==> src/rtl/sig_sync_filt.sv <==
// rtl/sig_sync_filt.sv - per-channel synchroniser with stability filter and edge/change flags
module sig_sync_filt #(
  parameter int                 SIG_WTH = 1,
  parameter int                 SIG_DLY = 2,
  parameter int                 FLT_CNT = 4,
  parameter logic [SIG_WTH-1:0] RST_VAL = '0
) (
  input  logic               clk_i,
  input  logic               rst_i,
  input  logic [SIG_WTH-1:0] data_i,
  input  logic [SIG_WTH-1:0] clr_i,
  output logic [SIG_WTH-1:0] data_o,
  output logic [SIG_WTH-1:0] rise_o,
  output logic [SIG_WTH-1:0] fall_o,
  output logic [SIG_WTH-1:0] chg_o
);

  localparam int               CNT_W   = $clog2(FLT_CNT + 1);
  // Terminal count: a mismatch seen while the counter sits here is the
  // FLT_CNT-th consecutive one, so the new level is accepted.
  localparam logic [CNT_W-1:0] CNT_MAX = CNT_W'(FLT_CNT - 1);

  // Synchroniser chain, all channels side by side; stage SIG_DLY-1 is sync_q.
  logic [SIG_WTH-1:0] sync_q [SIG_DLY];
  logic [SIG_WTH-1:0] sync_last;

  assign sync_last = sync_q[SIG_DLY-1];

  // Shift the asynchronous inputs through the metastability stages.
  always_ff @(posedge clk_i) begin
    if (rst_i) begin
      for (int i = 0; i < SIG_DLY; i++) begin
        sync_q[i] <= RST_VAL;
      end
    end else begin
      sync_q[0] <= data_i;
      for (int i = 1; i < SIG_DLY; i++) begin
        sync_q[i] <= sync_q[i-1];
      end
    end
  end

  for (genvar g = 0; g < SIG_WTH; g++) begin : g_ch
    logic             flt_q;
    logic             flt_d;
    logic [CNT_W-1:0] cnt_q;
    logic [CNT_W-1:0] cnt_d;
    logic             acc;
    logic             rise_q;
    logic             fall_q;
    logic             chg_q;

    // Filter decision: count consecutive mismatches, accept on the last one.
    always_comb begin
      cnt_d = cnt_q;
      flt_d = flt_q;
      acc   = 1'b0;
      if (sync_last[g] == flt_q) begin
        cnt_d = '0;
      end else if (cnt_q == CNT_MAX) begin
        flt_d = sync_last[g];
        cnt_d = '0;
        acc   = 1'b1;
      end else begin
        cnt_d = cnt_q + 1'b1;
      end
    end

    // Filter state, edge pulses aligned with the new level, and sticky change flag
    // (a pending pulse beats a simultaneous clear).
    always_ff @(posedge clk_i) begin
      if (rst_i) begin
        flt_q  <= RST_VAL[g];
        cnt_q  <= '0;
        rise_q <= 1'b0;
        fall_q <= 1'b0;
        chg_q  <= 1'b0;
      end else begin
        flt_q  <= flt_d;
        cnt_q  <= cnt_d;
        rise_q <= acc & flt_d;
        fall_q <= acc & ~flt_d;
        chg_q  <= rise_q | fall_q | (chg_q & ~clr_i[g]);
      end
    end

    assign data_o[g] = flt_q;
    assign rise_o[g] = rise_q;
    assign fall_o[g] = fall_q;
    assign chg_o[g]  = chg_q;
  end

endmodule

==> config.mk <==
export PLATFORM = sky130hd
export DESIGN_NAME = sig_sync_filt
export DESIGN_NICKNAME = d
export VERILOG_FILES = /design/src/rtl/sig_sync_filt.sv
export SDC_FILE = /design/constraint.sdc
export NUM_CORES = 1
export LEC_CHECK = 0
export BUFFER_PORTS_ARGS = -buffer_cell sky130_fd_sc_hd__buf_2
export CORE_AREA = 2 2 39 41
export DETAILED_ROUTE_END_ITERATION = 6
export DIE_AREA = 0 0 41 43
export HOLD_SLACK_MARGIN = 0.05
export SYNTH_ARGS = -nofsm -noshare
export SYNTH_HDL_FRONTEND = slang
export SYNTH_SLANG_ARGS = --single-unit
==> constraint.sdc <==
create_clock -name clk_i -period 1.3 [get_ports clk_i]
set_input_delay 0.325 -clock clk_i [delete_from_list [all_inputs] [get_ports clk_i]]
set_output_delay 0.325 -clock clk_i [all_outputs]
set_load 0.01 [all_outputs]
==> results of run 1 <==
[cell families (layout without fill, tap and decap cells)]
kind of cell               after synthesis  in the layout
muxes                                    1              1
adders and majority gates                2              2
DFF                                      9              9
xor gates and xnor gates                 1              1
AOI/OAI and AO/OA                        1              1
and+or+nand+nor                         10             10
buffers and inverters                    2             12
[critical path: cells and delay by family, from the launching register on]
kind | cells | cell delay [ns]
adders and majority gates | 2 | 0.44
DFF | 1 | 0.33
muxes | 1 | 0.21
and+or+nand+nor | 1 | 0.05
[sequential cells by signal, indices dropped and copies added, names as in the netlist]
signal / flops
fall_o: 1
g_ch.cnt_q: 3
data_o: 1
rise_o: 1
sync_q: 2
chg_o: 1
[layer usage]
metal	wire (microns)	global-route usage, %	part of all wire, %	vias up
li1	-	-	-	110
met1	209	9.150	46	89
met2	199	9.688	44	9
met3	43	6.283	9.5	0
met4	0	4.000	0	0
met5	0	0	0	-
[cell type report]
type,instances,area (sq um),share of cell area [%]
clock buffer,4,26.28,6.688
inverter,1,3.754,0.9554
multi-input combinational,15,127.6,32.48
sequential,9,180.2,45.86
tap,16,20.02,5.096
timing repair buffer,7,35.03,8.917
[through the flow]
step	utilization (%)	hold WS [ns]	worst slack, ns	instances
2_1_floorplan	-	0.4080	0.2447	26
3_3_place_gp	26.49	0.4135	0.1837	48
3_5_place_dp	26.49	0.4279	0.1560	48
4_1_cts	28.39	0.2764	0.1411	52
5_1_grt	28.39	0.2994	0.02472	52
6_report	28.39	0.2787	0.1580	52
[worst max-delay path by stage]
| stage | start | cells past startpoint | to | slack, ns |
|---|---|---|---|---|
| 2_1_floorplan | g_ch[0].cnt_q[0] | 3 | fall_o | 0.24 |
| 3_3_place_gp | g_ch[0].cnt_q[0] | 4 | data_o | 0.18 |
| 3_5_place_dp | g_ch[0].cnt_q[0] | 4 | data_o | 0.16 |
| 4_1_cts | g_ch[0].cnt_q[0] | 4 | data_o | 0.14 |
| 5_1_grt | g_ch[0].cnt_q[0] | 4 | data_o | 0.02 |
| 6_report | g_ch[0].cnt_q[0] | 4 | data_o | 0.16 |
[power by group]
part	switching, mW	total [mW]	internal (mW)
Sequential	0.00194	0.282	0.280
Clock	0.0903	0.208	0.118
Combinational	0.00680	0.0145	0.00769
[cell usage in the layout (no fill, tap or decap)]
| master | synthesis | layout |
|---|---|---|
| clkbuf_4 | 0 | 3 |
| nor2_1 | 2 | 2 |
| dfxtp_1 | 9 | 9 |
| nor2b_1 | 2 | 2 |
| mux2i_1 | 1 | 1 |
| a21oi_1 | 1 | 1 |
| nor4b_2 | 1 | 1 |
| and4bb_2 | 2 | 2 |
| clkbuf_1 | 0 | 1 |
| ha_1 | 2 | 2 |
| xnor2_1 | 1 | 1 |
| buf_2 | 0 | 7 |
| inv_1 | 1 | 1 |
| nand2b_1 | 1 | 1 |
| nor4_1 | 2 | 2 |
==> summary.md, run 1 <==
| Metric | Value |
|---|---|
| Outcome | finished clean |
| FFs w/ async S/R, synth | 0% |
| R2r startpoint | g_ch[0].cnt_q[0] |
| Reg-to-reg endpoint | data_o |
| Worst Hold Launch | data_i |
| Post-synthesis mux area share | 3.162% |
| Post-CTS Hold Fix Bufs | 0 |
| WP data arrival | 1.29 ns |
| Routed Antenna Nets | 0 |
| Die area | 1763 sq um |
| First-pass GRT wire length | just under 900 microns |
| Type of element capturing the critical path | register |
| Design Area, Final | 392.9 sq um |
| Dominant cell by count in the synthesized netlist | dfxtp_1 |
| Area share of the leading cell type in the synthesized netlist | 56.92% |
| Slew Viols, Final | 0 |
| Initial Util | 22.88% |
| Clock insertion delay at the later pin of the skew report | roughly 0.26 ns |
| Die Span Y | 43 microns |
| Vias in the first global route | 213 |
| DR DRC count | 0 |
| Gr ovfl total | 0 |
| Largest family of logic cells by synthesized area | simple AND/OR/NAND/NOR gates |
| Detailed placement HPWL | 316.9 microns |
| Max-cap violations | 0 |
| Max stage delay cell, worst path | dfxtp_1 |
| Total CTS buffers | 3 |
| Max FO, Critical Path | 6 |
| Avg Inst Size Synth | 12.18 sq um |
| Register area share after synthesis | 56.92% |
| Core region area | 1384 sq um |
| # diodes | 0 |
| Final Power | 0.5042 mW |
| Via Count | about 210 |
| Routed length per instance | roughly 8.7 microns |
| Worst hold path type | input port to register |
| CTS root buf | clkbuf_4 |
| Final setup fails | 0 |
| Pleak | roughly 0.16 nW |
| Synth Net Count | 32 |
| Top cells by area, synth | dfxtp_1 (57%), and4bb_2 (7.9%), ha_1 (7.9%), nor4b_2 (4.7%), nor2b_1 (4.0%) |
| Layout area overhead | 24.11% |
| Area leader, netlist | dfxtp_1 |
| Post-layout minimum cycle time | 1.142 ns |
| Worst path required time | 1.44 ns |
| Yosys warns | 0 |
| Final net count | 43 |
| DIE WIDTH | 41 microns |
| CTS tree | built |
| Drt via density | 4.000 |
| Maximum vdd drop | 0.6085 mV |
| Worst hold stages | 2 |
| GP Congestion | 0.6936 |
| Max Fclk | 875.6 MHz |
| Rel. slew slack | between 70% and 80% |
| Pin count of the biggest net entering global routing | 10 |
| CTS Sinks | 9 |
| Layout cells sized above 1 | between 30% and 40% |
| Worst slew pin tran | between 0.3 and 0.4 ns |
| Initial antenna violation count | 0 |
| Predominant post-synthesis flop cell | dfxtp_1 |
| CP startpoint kind | register |
| Seq cells post-synth | 9 |
| H-tree levels | 1 |
| Total Wirelength | 452 microns |
| Worst Clk Skew | 0.005468 ns |
| Kind of critical path | register to register |
| FP Rows | 14 |
| Router iterations before antenna repair | 2 |
| Crit-path most repeated cell | ha_1 |
| Final Cycle Share | between 80 and 90% |
| Port bufs | 7 |
| Synth Instances | 26 |
| Unrepaired setup endpoints after global routing | false |
| Setup TNS | 0 ns |
| Max clock buf depth | 2 |
| Post-synth cell types | 13 |
| Crit path cell chain | ha_1 > ha_1 > mux2i_1 > nor2_1 |
| All-Layer GR Usage | 7.770% |
| R2r setup slk | 0.16 ns |
| Fin. Hold Viols | 0 |
| Post-synthesis compound-gate area fraction | 1.581% |
| Placed inst area | between 300 and 400 sq um |
| Largest stage delay, worst path | roughly 0.33 ns |
| Mapped Area | 316.6 sq um |
| Post-Synth XOR/XNOR Area | 2.767% |
| Adder-cell share of the synthesized area | 7.905% |
| Hold EP | sync_q[0][0] |
| Fill count | 142 |
| Number of flops mapped to enable cells by yosys | 0 |
| Path depth of the worst reg2reg path | 4 |
| Pwr dens | 1283 nW/um^2 |
| Reg clk slew, reported paths | approximately 0.060 ns |
| Setup Buffers After CTS | 0 |
| Io pins | 8 |
| CTS resizes | 0 |
| DR iter-0 viols | 7 |
| Synth Area in Simple Gates | 24.90% |
(Power assumes the default switching activity.)
==> inputs of run 2 (changes only) <==
- REMOVE_ABC_BUFFERS: not set -> 1
- clock period: 1.3 -> 1.15 ns (I/O delays scaled with it)
==> summary.md, run 2 (same netlist as run 1, synthesis figures left out) <==
| Metric | Value |
|---|---|
| Sw frac | 19.93% (was 19.64%) |
| Met2 WL post-DR | 217 microns (was 199 microns) |
| CP startpoint kind | register (unchanged) |
| Layout area overhead | 32.02% (was 24.11%) |
| Max clock buf depth | 2 (unchanged) |
| Worst hold path type | input port to register (unchanged) |
| Worst slew pin tran | 0.4278 ns (was 0.3081 ns) |
| CTS Sinks | 9 (unchanged) |
| Slew Viols, Final | 0 (unchanged) |
| Total CTS buffers | 3 (unchanged) |
| CTS root buf | clkbuf_4 (unchanged) |
| Final Power | 0.5725 mW (was 0.5042 mW) |
| Rel. slew slack | 71.28% (was 79.31%) |
| Max Fclk | between 900 and 1000 MHz |
| First-pass GRT wire length | 793 microns (was 869 microns) |
| Maximum vdd drop | 0.6736 mV (was 0.6085 mV) |
| Via Count | 221 (was 208) |
| DIE WIDTH | 41 microns (unchanged) |
| Worst path required time | 0.86 ns (was 1.44 ns) |
| Initial Util | 22.88% (unchanged) |
| Die area | 1763 sq um (unchanged) |
| CP Launch Point | data_o (was g_ch[0].cnt_q[0]) |
| CP top delay family | flip-flops (was adder cells) |
| Type of element capturing the critical path | primary output (was register) |
| Clk network pwr share | 41.3% (about the same) |
| Io pins | 8 (unchanged) |
| Reg clk slew, reported paths | 0.05 ns (was 0.06 ns) |
| Setup WS post-layout | 0.04992 ns (was 0.1580 ns) |
| H-tree levels | 1 (unchanged) |
| Routed length per instance | 9.385 microns (was 8.692 microns) |
| Largest stage delay, worst path | 0.40 ns (was 0.33 ns) |
| Vias in the first global route | 232 (was 213) |
| WL met1 | 234 microns (was 209 microns) |
| Final Cycle Share | between 90% and 100% |
| DR iter-0 viols | 0 (was 7) |
| Largest registers | g_ch.cnt_q (3), sync_q (2) (unchanged) |
| WL met3 | 36 microns (was 43 microns) |
| Pwr dens | 1370 nW/um^2 (was 1283 nW/um^2) |
| # diodes | 0 (unchanged) |
| Total Wirelength | 488 microns (was 452 microns) |
| Max FO, Critical Path | 5 (was 6) |
| Die Span Y | 43 microns (unchanged) |
| Commonest cells after routing, fill and taps aside | dfxtp_1 (9), buf_2 (7), clkbuf_4 (3) (unchanged) |
| Max layer used | met3 (unchanged) |
| Setup Buffers After CTS | 0 (unchanged) |
| Bufs and invs on worst path | 1 (was 0) |
| Worst Clk Skew | 0.005063 ns (was 0.005468 ns) |
| GP Congestion | 0.6877 (was 0.6936) |
| Worst Hold Launch | data_i (unchanged) |
| Layout cells sized above 1 | 44.44% (was 36.11%) |
| Placed inst area | 366.6 sq um (unchanged) |
| Final net count | 43 (unchanged) |
| Comb power frac | 3.1% (was 2.9%) |
| Design Area, Final | 417.9 sq um (was 392.9 sq um) |
| Fin. Hold Viols | 0 (unchanged) |
| Router iterations before antenna repair | 1 (was 2) |
| Dpl ws | 0.01702 ns (was 0.1560 ns) |
| Outcome | finished clean (unchanged) |
| Initial antenna violation count | 0 (unchanged) |
| All-Layer GR Usage | 7.164% (was 7.770%) |
| Pin count of the biggest net entering global routing | 10 (unchanged) |
| Detailed placement HPWL | 329 microns (was 316.9 microns) |
| Largest Register | g_ch.cnt_q (unchanged) |
| Gr ovfl total | 0 (unchanged) |
| Drt via density | 4.250 (was 4.000) |
| Core region area | 1384 sq um (unchanged) |
| Hold Slack | 0.2408 ns (was 0.2787 ns) |
| Kind of critical path | register to primary output (was register to register) |
| Final setup fails | 0 (unchanged) |
| Leading cell type in the layout, fill and taps excluded | dfxtp_1 (unchanged) |
| Max-cap violations | 0 (unchanged) |
| Int Pwr | 0.4584 mW (was 0.4052 mW) |
| FP Rows | 14 (unchanged) |
| Routed Antenna Nets | 0 (unchanged) |
| R2r startpoint | g_ch[0].cnt_q[0] (unchanged) |
| Max reg flops | 3 (unchanged) |
| Max stage delay cell, worst path | dfxtp_1 (unchanged) |
| CTS tree | built (unchanged) |
| Crit path cell chain | buf_2 (was ha_1 > ha_1 > mux2i_1 > nor2_1) |
| Clock insertion delay at the later pin of the skew report | 0.26 ns (about the same) |
| Sw Pwr | 0.1141 mW (was 0.09904 mW) |
| WP data arrival | 0.81 ns (was 1.29 ns) |
| Sequential Power Share | 55.6% (was 55.9%) |
| Pleak | 0.1625 nW (was 0.1607 nW) |
| Post-layout minimum cycle time | 1.100 ns |
| Port bufs | 7 (unchanged) |
| DR DRC count | 0 (unchanged) |
==> run 2: cell types whose count changed in the layout (fill, tap and decap cells not counted) <==
cell    before  now
ha_1         2    1
ha_4         0    1
nor4_2       0    2
nor4_1       2    0
==> run 2: final cells by class <==
type	count	area [sq um]
clock buffer	4	26.28
fill	149	965.9
inverter	1	3.754
multi-input combinational	15	152.6
sequential	9	180.2
tap	16	20.02
timing repair buffer	7	35.03
==> run 2: worst paths after layout <==
kind | to | slack (ns) | cells after the start
setup / recovery | data_o | 0.05 | 1
hold / removal | sync_q[0][0] | 0.24 | 2
setup reg to reg | data_o | 0.06 | 4
hold reg to reg | g_ch[0].cnt_q[0] | 0.45 | 1
==> run 2: through the flow <==
stage                      TNS (ns)  util [%]  cells
after floorplan                   0         -     25
after global placement            0     26.49     48
after detailed placement          0     26.49     48
after CTS                         0     28.39     52
after global routing      -0.002341     30.20     52
final                             0     30.20     52
==> run 2: power groups by stage <==
| stage | clock network (mW) | registers (mW) | logic (mW) |
|---|---|---|---|
| final | 0.236 | 0.318 | 0.0178 |
| after floorplan | 0 | 0.325 | 0.00701 |
| after global placement | 0 | 0.325 | 0.0159 |
| after global routing | 0.266 | 0.319 | 0.0201 |
| after CTS | 0.252 | 0.318 | 0.0161 |
| after detailed placement | 0 | 0.325 | 0.0161 |
==> run 2: layer usage <==
metal	global-route usage (%)	vias up
met5	0	-
li1	-	110
met2	10.63	7
met4	2.000	0
met3	7.853	0
met1	6.209	104
==> run 2: repair_timing <==
action                                  4_1_cts  5_1_grt
endpoints found under the setup margin        0        6
hold buffers                                  0        0
hold endpoints to repair                      0        0
resized for setup                             0        4
==> inputs of run 3 (changes only) <==
- CELL_PAD_IN_SITES_DETAIL_PLACEMENT: not set -> 1
- CELL_PAD_IN_SITES_GLOBAL_PLACEMENT: not set -> 1
- PLACE_DENSITY_LB_ADDON: not set -> 0.1
==> summary.md, run 3 (same netlist as run 1, synthesis figures left out) <==
| Metric | Value |
|---|---|
| Slew Viols, Final | 0 (unchanged) |
| CP startpoint kind | register (unchanged) |
| # diodes | 0 (unchanged) |
| DR DRC count | 0 (unchanged) |
| Die area | 1763 sq um (unchanged) |
| CTS Sinks | 9 (unchanged) |
| Total Wirelength | 562 microns (was 488 microns) |
| Crit. path cell count | 1 (unchanged) |
| GP Congestion | 0.6381 (was 0.6877) |
| Type of element capturing the critical path | primary output (unchanged) |
| WL met3 | 31 microns (was 36 microns) |
| Total CTS buffers | 3 (unchanged) |
| Initial antenna violation count | 0 (unchanged) |
| Commonest cells after routing, fill and taps aside | dfxtp_1 (8), buf_2 (7), clkbuf_4 (3) (was dfxtp_1 (9), buf_2 (7), clkbuf_4 (3)) |
| Met2 WL post-DR | 282 microns (was 217 microns) |
| First-pass GRT wire length | 910 microns (was 793 microns) |
| CP top delay family | flip-flops (unchanged) |
| H-tree levels | 1 (unchanged) |
| Rel. slew slack | 73.65% (was 71.28%) |
| Via Count | 221 (unchanged) |
| Placed inst area | 366.6 sq um (unchanged) |
| DIE WIDTH | 41 microns (unchanged) |
| Gr ovfl total | 0 (unchanged) |
| Max clock buf depth | 2 (unchanged) |
| Max reg flops | 3 (unchanged) |
| Bufs and invs on worst path | 1 (unchanged) |
| Pin count of the biggest net entering global routing | 10 (unchanged) |
| Setup WS post-layout | 0.06459 ns (was 0.04992 ns) |
| Max Fclk | 921.3 MHz (was 909.0 MHz) |
| Setup Buffers After CTS | 0 (unchanged) |
| Initial Util | 22.88% (unchanged) |
| Max stage delay cell, worst path | dfxtp_1 (unchanged) |
| All-Layer GR Usage | 8.274% (was 7.164%) |
| Worst hold stages | 2 (unchanged) |
| Post-layout minimum cycle time | 1.085 ns (was 1.100 ns) |
| WP data arrival | 0.80 ns (was 0.81 ns) |
| Core region area | 1384 sq um (unchanged) |
| Max-cap violations | 0 (unchanged) |
| Die Span Y | 43 microns (unchanged) |
| Router iterations before antenna repair | 3 (was 1) |
| Worst slew pin tran | 0.3924 ns (was 0.4278 ns) |
| WL met1 | 248 microns (was 234 microns) |
| Reg-to-reg endpoint | g_ch[0].cnt_q[1] (was data_o) |
| Fin. Hold Viols | 0 (unchanged) |
| Port bufs | 7 (unchanged) |
| Placed cell count | 48 (unchanged) |
| Largest Register | g_ch.cnt_q (unchanged) |
| Routed length per instance | 10.81 microns (was 9.385 microns) |
| Kind of critical path | register to primary output (unchanged) |
| CTS root buf | clkbuf_4 (unchanged) |
| Worst hold path type | input port to register (unchanged) |
| Final net count | 43 (unchanged) |
| Unrepaired setup endpoints after global routing | false |
| Layout area overhead | 33.20% (was 32.02%) |
| Fill count | 159 (was 149) |
| Maximum vdd drop | 0.5551 mV (was 0.6736 mV) |
| Path depth of the worst reg2reg path | 3 (was 4) |
| FP Rows | 14 (unchanged) |
| Largest stage delay, worst path | 0.38 ns (was 0.40 ns) |
| Outcome | finished clean (unchanged) |
| Final setup fails | 0 (unchanged) |
| Crit path cell chain | buf_2 (unchanged) |
| Pleak | 0.1599 nW (was 0.1625 nW) |
| Post-CTS Hold Fix Bufs | 0 (unchanged) |
| Drt via density | 4.250 (unchanged) |
| R2r startpoint | g_ch[0].cnt_q[0] (unchanged) |
| Worst path required time | 0.86 ns (about the same) |
| Hold EP | sync_q[0][0] (unchanged) |
| Max FO, Critical Path | 5 (unchanged) |
| Final Power | 0.5756 mW (was 0.5725 mW) |
| Worst Clk Skew | 0.002953 ns (was 0.005063 ns) |
| Hold Slack | 0.2406 ns (was 0.2408 ns) |
| Reg clk slew, reported paths | 0.06 ns (was 0.05 ns) |
| Dpl ws | -0.03622 ns (was 0.01702 ns) |
| Max layer used | met3 (unchanged) |
| Leading cell type in the layout, fill and taps excluded | dfxtp_1 (unchanged) |
| Worst Hold Launch | data_i (unchanged) |
| Largest registers | g_ch.cnt_q (3), sync_q (2) (unchanged) |
| Vias in the first global route | 233 (was 232) |
| Io pins | 8 (unchanged) |
| Final Non-Filler Cells | 52 (unchanged) |
| Layout cells sized above 1 | 50.00% (was 44.44%) |
| Detailed placement HPWL | 434 microns (was 329 microns) |
| Clock insertion delay at the later pin of the skew report | 0.26 ns (about the same) |
| R2r setup slk | 0.09 ns (was 0.06 ns) |
| CTS tree | built (unchanged) |
| Design Area, Final | 421.7 sq um (was 417.9 sq um) |
| Final Cycle Share | 94.38% (was 95.66%) |
| Pwr dens | 1365 nW/um^2 (was 1370 nW/um^2) |
| Routed Antenna Nets | 0 (unchanged) |
| DR iter-0 viols | 1 (was 0) |
-- run 3: cell counts in the layout (fill, tap and decap cells not counted) --
Identical to the previous run, type by type.
-- run 3: final cells by class --
type / instances / area [sq um] / area share [%]
clock buffers: 4 / 26.28 / 6.231
well taps: 16 / 20.02 / 4.748
repair buffers: 7 / 35.03 / 8.309
multi-input cells: 15 / 155.1 / 36.80
flip-flops and latches: 9 / 181.4 / 43.03
inverters: 1 / 3.754 / 0.8902
-- run 3: worst max-delay path by stage --
stage                           from               end
floorplan           g_ch[0].cnt_q[0]            fall_o
global placement    g_ch[0].cnt_q[0]  g_ch[0].cnt_q[2]
detailed placement  g_ch[0].cnt_q[0]  g_ch[0].cnt_q[0]
CTS                 g_ch[0].cnt_q[0]  g_ch[0].cnt_q[2]
global route                  data_o            data_o
finish                        data_o            data_o
-- run 3: power by group --
part           total (mW)  internal (mW)  switching (mW)
logic              0.0180        0.00912         0.00889
registers           0.319          0.316         0.00285
clock network       0.238          0.133           0.105
-- run 3: metrics by stage --
stage	TNS, ns	utilization [%]
2_1_floorplan	0	-
3_3_place_gp	0	26.49
3_5_place_dp	-0.03996	26.49
4_1_cts	0	29.02
5_1_grt	0	30.47
6_report	0	30.47
-- run 3: layer usage --
| metal | up-vias | GRT usage, % |
|---|---|---|
| met5 | - | 0 |
| met4 | 0 | 8.000 |
| met3 | 0 | 3.665 |
| met2 | 6 | 11.25 |
| met1 | 102 | 8.824 |
| li1 | 113 | - |
-- run 3: repair_timing --
action	4_1_cts	5_1_grt
setup endpoints to repair	4	4
gates cloned	0	0
resized for setup	2	4
